**config.mk**
```make
export PLATFORM = sky130hd
export DESIGN_NAME = register_file_mp_flat
export DESIGN_NICKNAME = d
export VERILOG_FILES = /design/src/rtl/register_file_mp_pkg.sv /design/src/rtl/register_file_mp_if.sv /design/src/rtl/register_file_mp_clear_seq.sv /design/src/rtl/register_file_mp.sv /design/src/flat_wrapper.sv
export SDC_FILE = /design/constraint.sdc
export NUM_CORES = 1
export LEC_CHECK = 0
export ABC_CLOCK_PERIOD_IN_PS = 5400
export CAP_MARGIN = 20
export CORE_MARGIN = 2
export CORE_UTILIZATION = 40
export DETAILED_ROUTE_END_ITERATION = 12
export PLACE_DENSITY_LB_ADDON = 0.05
export SLEW_MARGIN = 25
export SYNTH_ARGS = -nofsm -noshare
export SYNTH_HDL_FRONTEND = slang
export SYNTH_SLANG_ARGS = --single-unit
```
**constraint.sdc**
```tcl
create_clock -name clk -period 5.4 [get_ports clk]
set_clock_uncertainty 0.05 [all_clocks]
set_input_delay 1.62 -clock clk [delete_from_list [all_inputs] [get_ports clk]]
set_output_delay 1.62 -clock clk [all_outputs]
set_load 0.02 [all_outputs]
```
**src/rtl/register_file_mp_pkg.sv**
```systemverilog
`default_nettype none
// ============================================================================
// Module      : tc_rf_pkg
// Description : Shared types, default widths and a field-slicing helper for
//               the multi-port register file.
// Revision    : 1.0 - initial parametrised release
// ============================================================================
package tc_rf_pkg;

  typedef enum logic [0:0] {
    IDLE  = 1'b0,
    CLEAR = 1'b1
  } rf_state_t;

  localparam int TC_DATA_W = 8;
  localparam int TC_ADDR_W = 2;

  // Widest packed per-port vector and widest single field the helper handles
  localparam int TC_VEC_MAX   = 256;
  localparam int TC_FIELD_MAX = 32;

  // Extract field idx of the given width from a packed per-port vector
  function automatic logic [TC_FIELD_MAX-1:0] field_slice(
    input logic [TC_VEC_MAX-1:0] vec,
    input int                    idx,
    input int                    width
  );
    logic [TC_VEC_MAX-1:0] w_shifted;
    w_shifted = vec >> (idx * width);
    return w_shifted[TC_FIELD_MAX-1:0];
  endfunction

endpackage
`default_nettype wire

```
**src/rtl/register_file_mp_if.sv**
```systemverilog
`default_nettype none
// ============================================================================
// Module      : register_file_mp_if
// Description : Read, write and clear-control bundle of the register file.
// Revision    : 1.0 - initial parametrised release
// ============================================================================
interface register_file_mp_if
  import tc_rf_pkg::*;
#(
  parameter int DATA_W = TC_DATA_W,
  parameter int ADDR_W = TC_ADDR_W,
  parameter int NUM_RD = 2
);
  logic [NUM_RD-1:0]        rd_en;
  logic [NUM_RD*ADDR_W-1:0] rd_addr;
  logic [NUM_RD*DATA_W-1:0] rd_data;
  logic [NUM_RD-1:0]        rd_valid;
  logic                     wr_en;
  logic [ADDR_W-1:0]        wr_addr;
  logic [DATA_W-1:0]        wr_data;
  logic                     wr_drop;
  logic                     clr_req;
  logic                     busy;

  modport master (
    output rd_en, rd_addr, wr_en, wr_addr, wr_data, clr_req,
    input  rd_data, rd_valid, wr_drop, busy
  );

  modport slave (
    input  rd_en, rd_addr, wr_en, wr_addr, wr_data, clr_req,
    output rd_data, rd_valid, wr_drop, busy
  );
endinterface
`default_nettype wire

```
**src/rtl/register_file_mp_clear_seq.sv**
```systemverilog
`default_nettype none
// ============================================================================
// Module      : rf_clear_seq
// Description : Bulk-clear sequencer. Walks a pointer over every entry, one
//               per cycle, issuing a zero-write and holding busy meanwhile.
// Revision    : 1.0 - initial parametrised release
// ============================================================================
module rf_clear_seq
  import tc_rf_pkg::*;
#(
  parameter int ADDR_W = TC_ADDR_W
) (
  input  wire logic              clk,
  input  wire logic              reset,
  input  wire logic              clr_req,
  output logic                   clr_we,
  output logic [ADDR_W-1:0]      clr_addr,
  output logic                   busy
);

  localparam logic [ADDR_W-1:0] c_LAST = {ADDR_W{1'b1}};

  rf_state_t         r_state;
  rf_state_t         w_state_nxt;
  logic [ADDR_W-1:0] r_ptr;
  logic [ADDR_W-1:0] w_ptr_nxt;

  // State and pointer registers; reset aborts any sequence in flight
  always_ff @(posedge clk) begin
    if (!reset) begin
      r_state <= IDLE;
      r_ptr   <= '0;
    end else begin
      r_state <= w_state_nxt;
      r_ptr   <= w_ptr_nxt;
    end
  end

  // Next state: start on clr_req in IDLE, leave after the last entry
  always_comb begin
    w_state_nxt = r_state;
    w_ptr_nxt   = r_ptr;
    case (r_state)
      IDLE: begin
        if (clr_req) begin
          w_state_nxt = CLEAR;
          w_ptr_nxt   = '0;
        end
      end
      CLEAR: begin
        w_ptr_nxt = r_ptr + ADDR_W'(1);
        if (r_ptr == c_LAST) begin
          w_state_nxt = IDLE;
        end
      end
      default: begin
        w_state_nxt = IDLE;
        w_ptr_nxt   = '0;
      end
    endcase
  end

  assign busy     = (r_state == CLEAR);
  assign clr_we   = busy;
  assign clr_addr = r_ptr;

endmodule
`default_nettype wire

```
**src/rtl/register_file_mp.sv**
```systemverilog
`default_nettype none
// ============================================================================
// Module      : register_file_mp
// Description : Multi-read-port register file with registered reads,
//               write-first bypass, optional hardwired-zero entry 0 and a
//               bulk-clear sequencer.
// Revision    : 1.0 - initial parametrised release
// ============================================================================
module register_file_mp
  import tc_rf_pkg::*;
#(
  parameter int DATA_W  = TC_DATA_W,
  parameter int ADDR_W  = TC_ADDR_W,
  parameter int NUM_RD  = 2,
  parameter int R0_ZERO = 0
) (
  input  wire logic          clk,
  input  wire logic          reset,
  register_file_mp_if.slave  bus
);

  localparam int c_DEPTH = 2 ** ADDR_W;

  logic [DATA_W-1:0]        r_mem [c_DEPTH];
  logic [NUM_RD*DATA_W-1:0] r_rd_data;
  logic [NUM_RD*DATA_W-1:0] w_rd_data_nxt;
  logic [NUM_RD-1:0]        r_rd_valid;
  logic                     r_wr_drop;
  logic [ADDR_W-1:0]        w_rd_addr [NUM_RD];

  logic                     w_clr_we;
  logic [ADDR_W-1:0]        w_clr_addr;
  logic                     w_busy;
  logic                     w_wr_acc;
  logic                     w_wr_store;

  rf_clear_seq #(
    .ADDR_W (ADDR_W)
  ) u_clear_seq (
    .clk      (clk),
    .reset    (reset),
    .clr_req  (bus.clr_req),
    .clr_we   (w_clr_we),
    .clr_addr (w_clr_addr),
    .busy     (w_busy)
  );

  // A user write is taken only while the sequencer is idle; entry 0 may be
  // hardwired so its writes are accepted but never land in the array.
  assign w_wr_acc   = bus.wr_en && !w_busy;
  assign w_wr_store = w_wr_acc && !((R0_ZERO != 0) && (bus.wr_addr == '0));

  // Storage array: clear-sequencer zero-write or accepted user write
  always_ff @(posedge clk) begin
    if (!reset) begin
      for (int e = 0; e < c_DEPTH; e++) begin
        r_mem[e] <= '0;
      end
    end else begin
      if (w_clr_we) begin
        r_mem[w_clr_addr] <= '0;
      end
      if (w_wr_store) begin
        r_mem[bus.wr_addr] <= bus.wr_data;
      end
    end
  end

  // Unpack the per-port read addresses
  always_comb begin
    for (int i = 0; i < NUM_RD; i++) begin
      w_rd_addr[i] = ADDR_W'(field_slice(TC_VEC_MAX'(bus.rd_addr), i, ADDR_W));
    end
  end

  // Next read data per port: hardwired zero, then write bypass, then the
  // entry being cleared this cycle, then the array itself
  always_comb begin
    w_rd_data_nxt = r_rd_data;
    for (int i = 0; i < NUM_RD; i++) begin
      if (bus.rd_en[i]) begin
        if ((R0_ZERO != 0) && (w_rd_addr[i] == '0)) begin
          w_rd_data_nxt[i*DATA_W +: DATA_W] = '0;
        end else if (w_wr_acc && (w_rd_addr[i] == bus.wr_addr)) begin
          w_rd_data_nxt[i*DATA_W +: DATA_W] = bus.wr_data;
        end else if (w_clr_we && (w_rd_addr[i] == w_clr_addr)) begin
          w_rd_data_nxt[i*DATA_W +: DATA_W] = '0;
        end else begin
          w_rd_data_nxt[i*DATA_W +: DATA_W] = r_mem[w_rd_addr[i]];
        end
      end
    end
  end

  // Read data/valid registers and the dropped-write flag
  always_ff @(posedge clk) begin
    if (!reset) begin
      r_rd_data  <= '0;
      r_rd_valid <= '0;
      r_wr_drop  <= 1'b0;
    end else begin
      r_rd_data  <= w_rd_data_nxt;
      r_rd_valid <= bus.rd_en;
      r_wr_drop  <= bus.wr_en && w_busy;
    end
  end

  assign bus.rd_data  = r_rd_data;
  assign bus.rd_valid = r_rd_valid;
  assign bus.wr_drop  = r_wr_drop;
  assign bus.busy     = w_busy;

endmodule
`default_nettype wire

```
**src/flat_wrapper.sv**
```systemverilog
// flat-port wrapper written by rule: the top's interface ports become plain ports
module register_file_mp_flat import tc_rf_pkg::*;
#(
  parameter int DATA_W  = TC_DATA_W,
  parameter int ADDR_W  = TC_ADDR_W,
  parameter int NUM_RD  = 2,
  parameter int R0_ZERO = 0
)
  (clk, reset, bus_rd_en, bus_rd_addr, bus_wr_en, bus_wr_addr, bus_wr_data, bus_clr_req, bus_rd_data, bus_rd_valid, bus_wr_drop, bus_busy);
  register_file_mp_if #(.DATA_W(DATA_W), .ADDR_W(ADDR_W), .NUM_RD(NUM_RD)) bus_i ();
  input  wire logic clk;
  input  wire logic reset;
  input wire logic [$bits(bus_i.rd_en)-1:0] bus_rd_en;
  input wire logic [$bits(bus_i.rd_addr)-1:0] bus_rd_addr;
  input wire logic [$bits(bus_i.wr_en)-1:0] bus_wr_en;
  input wire logic [$bits(bus_i.wr_addr)-1:0] bus_wr_addr;
  input wire logic [$bits(bus_i.wr_data)-1:0] bus_wr_data;
  input wire logic [$bits(bus_i.clr_req)-1:0] bus_clr_req;
  output wire logic [$bits(bus_i.rd_data)-1:0] bus_rd_data;
  output wire logic [$bits(bus_i.rd_valid)-1:0] bus_rd_valid;
  output wire logic [$bits(bus_i.wr_drop)-1:0] bus_wr_drop;
  output wire logic [$bits(bus_i.busy)-1:0] bus_busy;
  assign bus_i.rd_en = bus_rd_en;
  assign bus_i.rd_addr = bus_rd_addr;
  assign bus_i.wr_en = bus_wr_en;
  assign bus_i.wr_addr = bus_wr_addr;
  assign bus_i.wr_data = bus_wr_data;
  assign bus_i.clr_req = bus_clr_req;
  assign bus_rd_data = bus_i.rd_data;
  assign bus_rd_valid = bus_i.rd_valid;
  assign bus_wr_drop = bus_i.wr_drop;
  assign bus_busy = bus_i.busy;
  register_file_mp #(.DATA_W(DATA_W), .ADDR_W(ADDR_W), .NUM_RD(NUM_RD), .R0_ZERO(R0_ZERO)) u_core (.clk(clk), .reset(reset), .bus(bus_i));
endmodule
```
== Word level (Yosys, flattened, before mapping) ==
Memory sizes are Yosys's and may differ from the RTL's. A register that Yosys moved wholly into a read port is not among the register bits.
Index checks and enable logic that the tools add are counted.
Word-level totals
  bits in registers: 6
  memories kept: 1
  RAM bits: 32
  bits of input ports: 20
Memories
  u_core.r_mem: depth 4, bits a word 8, read ports 2, clocked after Yosys merged registers in 2, wr ports 4, line register_file_mp.sv:24  | logic [DATA_W-1:0] r_mem [c_DEPTH];
Operators by class
  mux-type cells: 18
  $add $sub $neg: 1
  eq/ne operators: 2
  reduce and logical (&&, ||, !) cells: 7
  bitwise operators: 1
Operator list (count)
  8-bit 2-to-1 mux: 2
  8-bit OR reduction: 2
  1-bit 2-to-1 mux: 11
  2-bit 2-to-1 mux: 3
  2-bit case mux with 2 select lines: 1
  1-bit logical NOT: 3
  2-bit by 1-bit adder with 2-bit output (second input constant): 1
  2-bit == test (second input constant): 1
  1-bit logical AND: 2
  2-bit inequality test (second input constant): 1
  1-bit case mux with 2 select lines: 1
  1-bit NOT: 1

== Depth between registers and ports, before layout ==
Gate-level depths: netlist (run 1).
  word-level depth: 7
  mapped depth: 6
  depth with buffers taken out: 6

== Cells and area by module ==
Synthesis (run 1) repeated with hierarchy kept, for this count alone.
Second synthesis, totals
  cells, all modules: 234
  area, all modules: 2867.8 um2
Modules (own cells, without submodules)
  register_file_mp: area an instance 2722.6 um2, cells an instance 221, times used 1, seq. area each 1341.3 um2
  rf_clear_seq: area an instance 145.1 um2, cells an instance 13, times used 1, seq. area each 60.1 um2

== Worst setup path before layout (run 1) ==
No wires, ideal clock.
  path type: input -> register
  start: input port bus_rd_addr[0]
  end: register u_core.r_rd_data[0], in the netlist u_core.bus.rd_data[0], read port of u_core.r_mem
  data required time: 5.219 ns
  stages: 5
  arrival time: 2.934 ns
  path slack: 2.285 ns
  library setup time: 0.131 ns
  cell sequence: clkbuf_1 > a211oi_1 > a211oi_4 > mux2i_1 > a21oi_1
RTL lines
  start: declaration: line flat_wrapper.sv:14  | input wire logic [$bits(bus_i.rd_addr)-1:0] bus_rd_addr;
  end: declaration: line register_file_mp.sv:25  | logic [NUM_RD*DATA_W-1:0] r_rd_data;

== Final worst setup path (run 1) ==
  start: input port reset
  end: register u_core.r_rd_data[2], in the netlist u_core.bus.rd_data[2], read port of u_core.r_mem
On the way
  longest elaborated chain between the ends: 1
RTL lines
  start: declaration: line flat_wrapper.sv:12  | input wire logic reset;
  1-bit logical NOT (no source line)
Every way passes these cells.
A chain may end at the register's enable or synchronous reset.

==> results of run 1 <==
-- routing by layer --
layer  GRT usage, %  wire length [um]
met3           3.44               329
met2           25.3              2570
met4           4.47                57
met5              0                 0
met1           26.5              2810
-- synthesized netlist by cell type (6+ instances only) --
cell,count
o21ai_0,17
nand2_1,19
nor2b_1,6
dfxtp_1,22
nor2_1,27
mux4_2,16
edfxtp_1,32
mux2i_1,16
clkbuf_1,7
a21oi_1,18
inv_1,8
-- cell type report --
class                   instances  area share [%]
clock buffers                   5            2.18
clock inverters                 3            1.51
inverters                       8           0.952
multi-input cells             144            35.3
flip-flops and latches         54            44.4
well taps                      77            3.05
repair buffers                 40            12.6
-- final timing paths --
kind                                start                endpoint  slack [ns]
setup / recovery                    reset   u_core.bus.rd_data[2]        1.53
hold / removal     u_core.bus.rd_data[12]  u_core.bus.rd_data[12]        0.48
setup reg to reg  u_core.u_clear_seq.busy   u_core.bus.rd_data[2]        3.12
hold reg to reg    u_core.bus.rd_data[12]  u_core.bus.rd_data[12]        0.48
-- report_power, final --
group,internal [mW],total [mW],switching (mW)
registers,0.465,0.480,0.0157
clock network,0.141,0.279,0.138
logic,0.0730,0.151,0.0784
total,0.678,0.911,0.232
-- tightest hold or removal path, stage by stage (launching register included) --
cell,delay [ns]
dfxtp_1,0.32
o21ai_0,0.13
a21oi_1,0.04
-- registers in the layout, summed over array words and instances (netlist names) --
signal / cells
u_core.u_clear_seq.clr_addr: 2
u_core.bus.rd_data: 16
u_core.u_clear_seq.busy: 1
u_core.r_mem: 32
u_core.bus.wr_drop: 1
u_core.bus.rd_valid: 2
-- cell usage in the layout (no fill, tap or decap), drive strengths merged, types with 2 or more instances in the layout --
master         instances
inv                    9
nand3b                 2
nor2b                  6
nand2                 19
nor3b                  2
a21o                   3
edfxtp                32
clkdlybuf4s50         39
mux4                  16
and2                   3
a21oi                 18
dfxtp                 22
a211oi                 2
nand2b                 2
o21ai                 17
mux2i                 16
nand3                  3
clkbuf                 5
nor2                  27
-- cell families (layout without fill, tap and decap cells) --
| family | after synthesis | count (layout) | synth area share, % |
|---|---|---|---|
| mux | 32 | 32 | 20.1 |
| compound gates | 43 | 43 | 9.60 |
| fa+ha+maj | 1 | 1 | 0.483 |
| simple gates | 68 | 68 | 12.7 |
| flops | 54 | 54 | 54.1 |
| buf+inv | 20 | 56 | 3.04 |
-- per-stage QoR --
stage               power [mW]  instance area (um^2)  hold WS (ns)  worst slack (ns)  instances
floorplan                0.580                  2590         0.491              2.28        218
CTS                      0.921                  3150         0.483              1.54        331
global route             0.950                  3150         0.521              1.32        331
finish                   0.911                  3150         0.478              1.53        331
global placement         0.641                  3040         0.461              1.27        323
detailed placement       0.643                  3040         0.464              1.20        323
==> results.md, run 1 <==
- GR Util All Layers: 17.3%
- P per Cell Area: 289 nW/um^2
- Req. time, crit path: 5.53 ns
- DP HPWL: 4190 um
- Top post-synthesis cells by area: edfxtp_1 37%, dfxtp_1 17%, mux4_2 14%
- Initial antenna violation count: 0
- H-Tree Depth: 2
- Post-CTS Resized: 0
- # fillers: 580
- Worst slew pin tran: 0.846 ns
- Vias in the first global route: 1755
- Yosys cell types: 29
- Critical Path AT: 4.01 ns
- Gate Count Post-Synth: 218
- Clk sinks: 54
- R2R depth: 5
- TNS Setup: 0 ns
- Row count: 29
- Final hold vios: 0
- DRT antenna net count: 0
- Final setup violation count: 0
- Die Ht: 84.5 um
- Post-Syn Area: 2590 um^2
- Syn Nets: 239
- Worst-path clk slew: 0.10 ns
- GP Congestion: 0.728
- CP max FO: 26
- Full die area: 7140 um^2
- Via count: 1820
- First-pass DRT Iterations: 4
- CTS Root Cell: clkbuf_8
- Nets: 274
- Largest net degree at the start of global routing: 27
- Leading area contributor after synthesis: edfxtp_1
- Ys Warns: 0
- Clock Latency Late Sink: 0.31 ns
- Critical path class: in2reg
- PortBufs: 39
- Fmax: 0.258 GHz
- Syn avg cell area: 11.9 um^2
- Drt drc: 0
- RSZ-0062 raised after global routing: no
- Share of the synthesized area in the top cell type: 37.1%
- CP Cell Sequence: clkdlybuf4s50_1, buf_4, nand3b_1, a21o_1, a211oi_4, mux2i_1, a21oi_1
- TritonCTS buffer count: 5
- Starting Density: 41.1%
- I/O pins: 40
- Diodes inserted: 0
- Fraction of registers with async set or reset after synthesis: 0%
- Sequential fraction of the synthesis area: 54.1%
- Crit path buffers/inverters: 2
- Layout cells sized above 1: 10.6%
- DR vias/cell: 5.50
- CP Capture Type: register
- Delay-heaviest family, CP: buffers and inverters
- Register area: 1400 um^2
- Buffer count from post-CTS setup fixing: 0
- Max-slew headroom: 43.5%
- TritonCTS clock tree: done
- Area of the multi-input gates: 1110 um^2
- Fin crit share: 71.7%
- Hold Path Stages: 2
- Critical Path Max Stage Delay: 0.67 ns
- CTS Hold Buffers Added: 0
- Post-synth top flop: edfxtp_1
- P_leak: 1.20 nW
- Startpoint Class: primary input
- Synthesized flop and latch total: 54
- Core box area: 6310 um^2
- Post-synth EDFFs: 32
- Peak VDD IR: 0.140 mV
- Slowest CP cell: clkdlybuf4s50_1
- P&R area growth vs syn: 21.7%
- Routed length per instance: 17.4 um
- Final core utilization: 50.0%
- HP Class: reg2reg
- Post-Route WL: 5770 um
- Initial DRC Count: 85
- Fin crit period: 3.87 ns
- First-pass GRT wire length: 9580 um
- Remaining global-route overflow: 0
- Critical Path Stages: 7
- Deepest clock path buffer count: 2
- Die Wd: 84.5 um
- Max_cap viols: 0
- Status: finished clean
- Slew Limit Fails: 0
Note: power is estimated with default switching activity, not from simulation.
==> run 2: changes to the inputs <==
--- a/config.mk
+++ b/config.mk
@@ -5,7 +5,7 @@
 export SDC_FILE = /design/constraint.sdc
 export NUM_CORES = 1
 export LEC_CHECK = 0
-export ABC_CLOCK_PERIOD_IN_PS = 5400
+export ABC_CLOCK_PERIOD_IN_PS = 3750
 export CAP_MARGIN = 20
 export CORE_MARGIN = 2
 export CORE_UTILIZATION = 40
==> constraint.sdc (replaced) <==
create_clock -name clk -period 3.75 [get_ports clk]
set_clock_uncertainty 0.05 [all_clocks]
set_input_delay 1.125 -clock clk [delete_from_list [all_inputs] [get_ports clk]]
set_output_delay 1.125 -clock clk [all_outputs]
set_load 0.02 [all_outputs]
==> run 2 against run 1 <==
Global-route usage fell by 1.2 points. Sequential power up 44%. Hold slack hardly changed. Cell count rose by 2.1%. Largest power group unchanged.
==> results.md, run 2 (synthesis results as in run 1) <==
- GR Util All Layers: 16.1% (was 17.3%)
- Final worst slack: 0.794 ns (was 1.53 ns)
- Routed length on met2: 2280 um (was 2570 um)
- DP HPWL: 4170 um (was 4190 um)
- TritonCTS clock tree: done (unchanged)
- P per Cell Area: 409 nW/um^2 (was 289 nW/um^2)
- P_leak: 1.23 nW (was 1.20 nW)
- R2R depth: 5 (unchanged)
- Commonest non-fill, non-tap cell in the layout: clkdlybuf4s50_1 (unchanged)
- Register area: 1400 um^2 (unchanged)
- I/O pins: 40 (unchanged)
- Remaining global-route overflow: 0 (unchanged)
- Fin crit share: 78.8%
- Req. time, crit path: 3.88 ns (was 5.53 ns)
- PortBufs: 39 (unchanged)
- Max Used Layer: met4 (unchanged)
- WHS Endpoint: u_core.bus.rd_data[13] (was u_core.bus.rd_data[12])
- First-pass GRT wire length: 8840 um (was 9580 um)
- Status: finished clean (unchanged)
- Peak VDD IR: 0.207 mV (was 0.140 mV)
- CTS Root Cell: clkbuf_8 (unchanged)
- Min Hold Slack: 0.479 ns (was 0.478 ns)
- Row count: 29 (unchanged)
- Wl on met1: 2750 um (was 2810 um)
- HP Class: reg2reg (unchanged)
- TritonCTS buffer count: 5 (unchanged)
- Worst slew pin tran: 0.557 ns (was 0.846 ns)
- Area of the multi-input gates: 1110 um^2 (unchanged)
- Clock Latency Late Sink: 0.32 ns (was 0.31 ns)
- TNS Setup: 0 ns (unchanged)
- Worst-path clk slew: 0.09 ns (was 0.10 ns)
- Diodes inserted: 0 (unchanged)
- Max_cap viols: 0 (unchanged)
- Startpoint Class: primary input (unchanged)
- Critical Path AT: 3.08 ns (was 4.01 ns)
- Starting Density: 41.1% (unchanged)
- Met3 WL: 285 um (was 329 um)
- Post-Place Setup Slack: 0.455 ns (was 1.20 ns)
- CP Capture Type: register (unchanged)
- Final hold vios: 0 (unchanged)
- DRT antenna net count: 0 (unchanged)
- # fillers: 579 (was 580)
- GP Congestion: 0.727 (was 0.728)
- Nets: 281 (was 274)
- Critical path class: in2reg (unchanged)
- Die Wd: 84.5 um (unchanged)
- Final setup violation count: 0 (unchanged)
- Fin crit period: 2.96 ns
- Vias in the first global route: 1675 (was 1755)
- Via count: 1780 (was 1820)
- Layout cells sized above 1: 13.0% (was 10.6%)
- RSZ-0062 raised after global routing: no (unchanged)
- Number of flip-flops under the largest register name: 32 (unchanged)
- DR vias/cell: 5.27 (was 5.50)
- Routed length per instance: 16.0 um (was 17.4 um)
- Full die area: 7140 um^2 (unchanged)
- Drt drc: 0 (unchanged)
- Post-CTS Resized: 0 (unchanged)
- Reg2reg start: u_core.u_clear_seq.busy (unchanged)
- Min-delay src: u_core.bus.rd_data[13] (was u_core.bus.rd_data[12])
- Hold Path Stages: 2 (unchanged)
- H-Tree Depth: 2 (unchanged)
- Deepest clock path buffer count: 2 (unchanged)
- Die Ht: 84.5 um (unchanged)
- Fmax: 0.338 GHz
- Buffer count from post-CTS setup fixing: 0 (unchanged)
- Initial DRC Count: 74 (was 85)
- P&R area growth vs syn: 23.7% (was 21.7%)
- Max-slew headroom: 62.7% (was 43.5%)
- Slew Limit Fails: 0 (unchanged)
- Clk sinks: 54 (unchanged)
- R2r endpoint: u_core.bus.rd_data[5] (was u_core.bus.rd_data[2])
- Largest net degree at the start of global routing: 23 (was 27)
- Largest Register: u_core.r_mem (unchanged)
- Reg-to-reg setup timing slack: 1.50 ns (was 3.12 ns)
- CTS Hold Buffers Added: 0 (unchanged)
- Post-Route WL: 5410 um (was 5770 um)
- Most frequent cells in the layout: 39 x clkdlybuf4s50_1, 32 x edfxtp_1, 27 x nor2_1, 22 x dfxtp_1, 19 x nand2_1 (unchanged)
- Core box area: 6310 um^2 (unchanged)
- CP max FO: 8 (was 26)
- Initial antenna violation count: 0 (unchanged)
- First-pass DRT Iterations: 6 (was 4)
-- run 2: stage by stage --
stage	cell area, um^2	utilization [%]	power (mW)	std cells
global placement	3090	48.9	0.925	330
floorplan	2590	-	0.835	218
CTS	3210	50.8	1.32	338
detailed placement	3090	48.9	0.927	330
finish	3210	50.8	1.31	338
global route	3210	50.8	1.37	338
-- run 2: where the power goes --
group / switching, mW / internal [mW] / total [mW]
clock network: 0.198 / 0.203 / 0.400
registers: 0.0235 / 0.669 / 0.693
logic: 0.109 / 0.111 / 0.220
-- run 2: worst max-delay path, cell delays in order --
cell and delay, ns:
clkdlybuf4s50_1 0.58, nand3b_1 0.19, a21o_1 0.26, a211oi_4 0.53, mux2i_1 0.29, a21oi_1 0.09
-- run 2: how the worst max path moves through the flow --
stage,from,end,slack [ns]
floorplan,bus_rd_addr[0],u_core.bus.rd_data[0],1.13
global placement,reset,u_core.bus.rd_data[14],0.48
detailed placement,reset,u_core.bus.rd_data[5],0.45
CTS,reset,u_core.bus.rd_data[5],0.78
global route,reset,u_core.bus.rd_data[2],0.64
finish,reset,u_core.bus.rd_data[5],0.79
-- run 2: final cells by class --
type / instances / area share (%)
inverters: 8 / 0.936
repair buffers: 47 / 14.0
flip-flops and latches: 54 / 43.7
multi-input cells: 144 / 34.7
well taps: 77 / 3.00
clock buffers: 5 / 2.15
clock inverters: 3 / 1.48
-- run 2: metal layers --
metal / GRT usage (%) / vias to the layer above
li1: - / 883
met1: 23.6 / 842
met2: 23.1 / 46
met3: 4.03 / 9
met4: 6.06 / 0
met5: 0 / -
